===== config.mk =====
export PLATFORM = sky130hd
export DESIGN_NAME = lane_striper4
export DESIGN_NICKNAME = d
export VERILOG_FILES = /design/src/rtl/lane_striper4.sv
export SDC_FILE = /design/constraint.sdc
export NUM_CORES = 1
export LEC_CHECK = 0
export CORE_ASPECT_RATIO = 1.5
export CORE_MARGIN = 5
export CORE_UTILIZATION = 35
export CTS_BUF_LIST = sky130_fd_sc_hd__clkbuf_8
export DETAILED_ROUTE_END_ITERATION = 8
export REMOVE_ABC_BUFFERS = 1
export SYNTH_ARGS = -nofsm -noshare
export SYNTH_HDL_FRONTEND = slang
export SYNTH_SLANG_ARGS = --single-unit

===== constraint.sdc =====
create_clock -name clkf -period 2.2 [get_ports clkf]
set_input_delay 0.44 -clock clkf [delete_from_list [all_inputs] [get_ports clkf]]
set_output_delay 0.44 -clock clkf [all_outputs]
set_load 0.05 [all_outputs]

===== src/rtl/lane_striper4.sv =====
// rtl/lane_striper4.sv - PCIe TX byte striper: round-robin bytes onto 4 lanes, PAD-filled flush
module lane_striper4 #(
    parameter int                DATA_W  = 8,
    parameter logic [DATA_W-1:0] PAD_SYM = 8'hF7
) (
    input  logic              clkf,
    input  logic              reset,
    input  logic              in_valid,
    input  logic [DATA_W-1:0] in_data,
    input  logic              flush,
    output logic [DATA_W-1:0] lane0_data,
    output logic [DATA_W-1:0] lane1_data,
    output logic [DATA_W-1:0] lane2_data,
    output logic [DATA_W-1:0] lane3_data,
    output logic              lane0_valid,
    output logic              lane1_valid,
    output logic              lane2_valid,
    output logic              lane3_valid,
    output logic [3:0]        pad_mask,
    output logic [1:0]        fill_cnt
);

    logic [DATA_W-1:0] slot_q [4];
    logic [DATA_W-1:0] slot_d [4];
    logic [DATA_W-1:0] lane_q [4];
    logic [DATA_W-1:0] lane_d [4];
    logic [3:0]        valid_q, valid_d;
    logic [3:0]        pad_q, pad_d;
    logic [1:0]        fill_q, fill_d;
    logic [2:0]        eff_cnt;
    logic              complete;
    logic              emit;

    always_comb begin
        // slot_d already includes this cycle's byte, so a set completing or
        // flushing in this cycle is taken straight from it.
        slot_d = slot_q;
        if (in_valid) begin
            slot_d[fill_q] = in_data;
        end
        eff_cnt  = {1'b0, fill_q} + {2'b00, in_valid};
        complete = in_valid && (fill_q == 2'd3);
        emit     = complete || (flush && (eff_cnt != 3'd0));
        fill_d   = emit ? 2'd0 : eff_cnt[1:0];

        lane_d  = lane_q;
        pad_d   = pad_q;
        valid_d = 4'b0000;
        if (emit) begin
            valid_d = 4'b1111;
            for (int i = 0; i < 4; i++) begin
                if (3'(i) < eff_cnt) begin
                    lane_d[i] = slot_d[i];
                    pad_d[i]  = 1'b0;
                end else begin
                    lane_d[i] = PAD_SYM;
                    pad_d[i]  = 1'b1;
                end
            end
        end
    end

    always_ff @(posedge clkf) begin
        if (reset) begin
            for (int i = 0; i < 4; i++) begin
                slot_q[i] <= '0;
                lane_q[i] <= '0;
            end
            valid_q <= 4'b0000;
            pad_q   <= 4'b0000;
            fill_q  <= 2'd0;
        end else begin
            slot_q  <= slot_d;
            lane_q  <= lane_d;
            valid_q <= valid_d;
            pad_q   <= pad_d;
            fill_q  <= fill_d;
        end
    end

    assign lane0_data  = lane_q[0];
    assign lane1_data  = lane_q[1];
    assign lane2_data  = lane_q[2];
    assign lane3_data  = lane_q[3];
    assign lane0_valid = valid_q[0];
    assign lane1_valid = valid_q[1];
    assign lane2_valid = valid_q[2];
    assign lane3_valid = valid_q[3];
    assign pad_mask    = pad_q;
    assign fill_cnt    = fill_q;

endmodule


==> results.sh, run 1 <==
export IMPL_status="finished, final reports clean"
export IMPL_synth_common_cells="dfxtp_1, mux2i_1, nor2_1, nor3_1, a311oi_1"
export IMPL_syn_area_um2=2820
export IMPL_p_total_uw=3210
export IMPL_vias_per_cell=5.08
export IMPL_synth_area_leaders="dfxtp_1, mux2i_1, a311oi_1, nor3_1, nor2_1"
export IMPL_synth_most_common_cell="dfxtp_1"
export IMPL_r2r_start="fill_cnt[0]$_SDFF_PP0_"
export IMPL_p_per_area_nw_per_um2=857
export IMPL_cts_buffer_depth=2
export IMPL_finalClockSkew_ps=9.18
export IMPL_power_frac_seq_pct=43.5
export IMPL_grt_max_degree=31
export IMPL_hp_class="register to register"
export IMPL_fin_nets=349
export IMPL_setup_viol=0
export IMPL_max_slew_margin_pct=64.5
export IMPL_root_buffer="clkbuf_8"
export IMPL_combPwrFrac_pct=19.8
export IMPL_maxCapViolCount=0
export IMPL_intPower_uw=2240
export IMPL_endpoint_kind="register"
export IMPL_ant_nets=0
export IMPL_firstDrtPassIters=4
export IMPL_multiInputGateArea_um2=1220
export IMPL_cts_sinks=71
export IMPL_cp_startpoint="in_valid"
export IMPL_crit_buf_inv=3
export IMPL_peakVddDrop_mv=0.358
export IMPL_routed_wl_mm=6.86
export IMPL_r2r_slack_ps=320
export IMPL_synth_main_ff_cell="dfxtp_1"
export IMPL_numCtsBuffers=9
export IMPL_drive_gt1_share_pct=15.3
export IMPL_fill_cells=772
export IMPL_syn_avg_cell_area_um2=10.3
export IMPL_cts_tree="done"
export IMPL_die_width_um=83.3
export IMPL_diodes=0
export IMPL_syn_inst=274
export IMPL_grt_use_total_pct=14.1
export IMPL_grt_pass1_wl_mm=11.0
export IMPL_regArea_um2=1420
export IMPL_coreArea_um2=7960
export IMPL_drcViolationCount=0
export IMPL_cpMaxStageDelayCell="clkdlybuf4s50_1"
export IMPL_fmax_mhz=471
export IMPL_die_h_um=120
export IMPL_route_detailed_wl_per_inst_um=15.4
export IMPL_drt_initial_drc_count=90
export IMPL_yosysTopAreaCellShare_pct=50.4
export IMPL_crit_path_frequent_cell="ha_1"
export IMPL_hold_start="slot_q[7]$_SDFF_PP0_"
export IMPL_io_pins=54
export IMPL_finalCritPeriodShare_pct=96.5
export IMPL_yosysSeqAreaShare_pct=50.4
export IMPL_finish_instance_area_um2=3750
export IMPL_num_rows=40
export IMPL_leakagePower_uw=0.00155
export IMPL_clkLatencyLatePin_ps=350
export IMPL_r2r_end="lane2_data[5]$_SDFFE_PP0P_"
export IMPL_dp_hpwl_mm=4.89
export IMPL_cts_htree_levels=3
export IMPL_netSwitchingFraction_pct=30.2
export IMPL_crit_family="buffers and inverters"
export IMPL_cpPeakStageDelay_ps=500
export IMPL_ys_types=35
export IMPL_holdBufCountCts=0
export IMPL_reg2reg_depth=7
export IMPL_path_class="primary input to register"
export IMPL_place_area_um2=3490
export IMPL_path_cells="clkdlybuf4s50_1, ha_1, inv_1, ha_1, o31a_1, buf_4, nor3_2, a311oi_2"
export IMPL_yosysWarningCount=0
export IMPL_critPathArrivalTime_ps=2370
export IMPL_p_sw_uw=970
export IMPL_grt_overflow=0
export IMPL_worstMarginPinSlew_ps=532
export IMPL_synth_seq_cells=71
export IMPL_critPathLaunchType="primary input"
export IMPL_synth_edf_count=0
export IMPL_slew_viol_final=0
export IMPL_antenna_found_initial=0
export IMPL_min_to="slot_q[7]$_SDFF_PP0_"
export IMPL_worstHoldPathCells=2
export IMPL_first_global_vias=2172
export IMPL_async_reset_ff_share_pct=0
export IMPL_start_util_pct=35.4
export IMPL_clock_power_share_pct=36.7
export IMPL_io_buffers=53
export IMPL_synth_top_cell_by_area="dfxtp_1"
export IMPL_hold_viol=0
export IMPL_required_ps=2450
export IMPL_die_area_um2=9980
export IMPL_syn2layout_area_growth_pct=33.0
export IMPL_period_needed_ps=2120
export IMPL_routabilityCongestion=0.857
export IMPL_path_max_fanout=14
export IMPL_clk_pin_slew_ps=70
export IMPL_num_vias=2256
## layout make-up
| class | instances | area share [%] |
|---|---|---|
| Sequential cell | 71 | 37.9 |
| Multi-Input combinational cell | 169 | 32.5 |
| Timing Repair Buffer | 78 | 19.5 |
| Tap cell | 105 | 3.50 |
| Clock buffer | 9 | 3.30 |
| Clock inverter | 7 | 2.80 |
| Inverter | 5 | 0.501 |
## worst reg2reg max path, stage by stage, from the launching register on
cell and delay [ps]:
dfxtp_1 350, ha_1 180, inv_1 50, ha_1 340
o31a_1 290, buf_4 260, nor3_2 70, a311oi_2 250
## sequential cells by signal, indices dropped and copies added, names as in the netlist
name	flops
lane3_data	8
lane0_data	8
valid_q	1
lane2_data	8
slot_q	32
lane1_data	8
pad_mask	4
fill_cnt	2
## per-stage QoR
step / hold WS (ps) / worst slack, ps / std cells / TNS, ps / utilization, %
2_1_floorplan: 425 / -456 / 245 / -10910 / -
3_3_place_gp: 437 / -271 / 427 / -8130 / 43.8
3_5_place_dp: 450 / -330 / 427 / -9710 / 43.8
4_1_cts: 459 / 37.4 / 443 / 0 / 46.7
5_1_grt: 484 / -6.62 / 444 / -12.4 / 47.1
6_report: 458 / 77.9 / 444 / 0 / 47.1
## cell families after synthesis
kind of cell	share of synthesized area (%)
fa+ha+maj	1.33
buf+inv	7.02
simple gates	15.9
compound gates	14.0
mux	11.4
flops	50.4
## routing by layer
metal / global-route usage (%) / vias to the layer above / share of wire (%)
li1: - / 1114 / -
met1: 16.2 / 1083 / 41
met2: 23.7 / 46 / 52
met3: 2.47 / 13 / 3.4
met4: 9.51 / 0 / 3.4
met5: 0 / - / 0
## cell usage in the layout, fill, tap and decap left out, types with 2 or more instances in the layout
cell type,netlist,final
dfxtp_1,71,71
nand2b_1,8,8
o41ai_2,2,2
a311oi_1,23,22
clkinv_4,0,2
nand2_1,8,8
clkbuf_8,0,9
mux2i_1,32,32
nor2_1,29,29
buf_4,8,23
a211oi_1,6,6
nor3_2,1,2
ha_1,3,3
nand3_1,3,3
a311oi_2,1,2
clkdlybuf4s50_1,0,52
inv_1,5,5
nand4b_1,2,2
nand3b_1,2,2
bufinv_16,0,2
nor3_1,29,28
a21oi_1,7,7
## power by group through the flow
stage	sequential [uW]	combinational, uW	clock, uW
floorplan	1640	166	0
global placement	1430	627	0
detailed placement	1430	631	0
CTS	1400	633	1210
global route	1410	672	1260
finish	1400	637	1180
## worst max path at each step
stage,endpoint,slack [ps],cells past startpoint
detailed placement,lane2_data[5]$_SDFFE_PP0P_,-330,8
finish,lane2_data[5]$_SDFFE_PP0P_,80,8
floorplan,lane1_data[3]$_SDFFE_PP0P_,-460,5
global route,lane3_data[1]$_SDFFE_PP0P_,-7,7
CTS,lane2_data[5]$_SDFFE_PP0P_,40,8
global placement,lane2_data[5]$_SDFFE_PP0P_,-270,8
## what timing repair did
item / CTS / global route
resized for setup: 0 / 4
endpoints found under the setup margin: 0 / 13
setup buffers: 0 / 1
No activity file was read; power rests on OpenSTA's default activity.
==> run 2: changes to the inputs <==
Settings changed: ABC_CLOCK_PERIOD_IN_PS set to 2200.
==> results of run 2 <==
No change in the layout: final DEF, timing and power equal those of run 1.
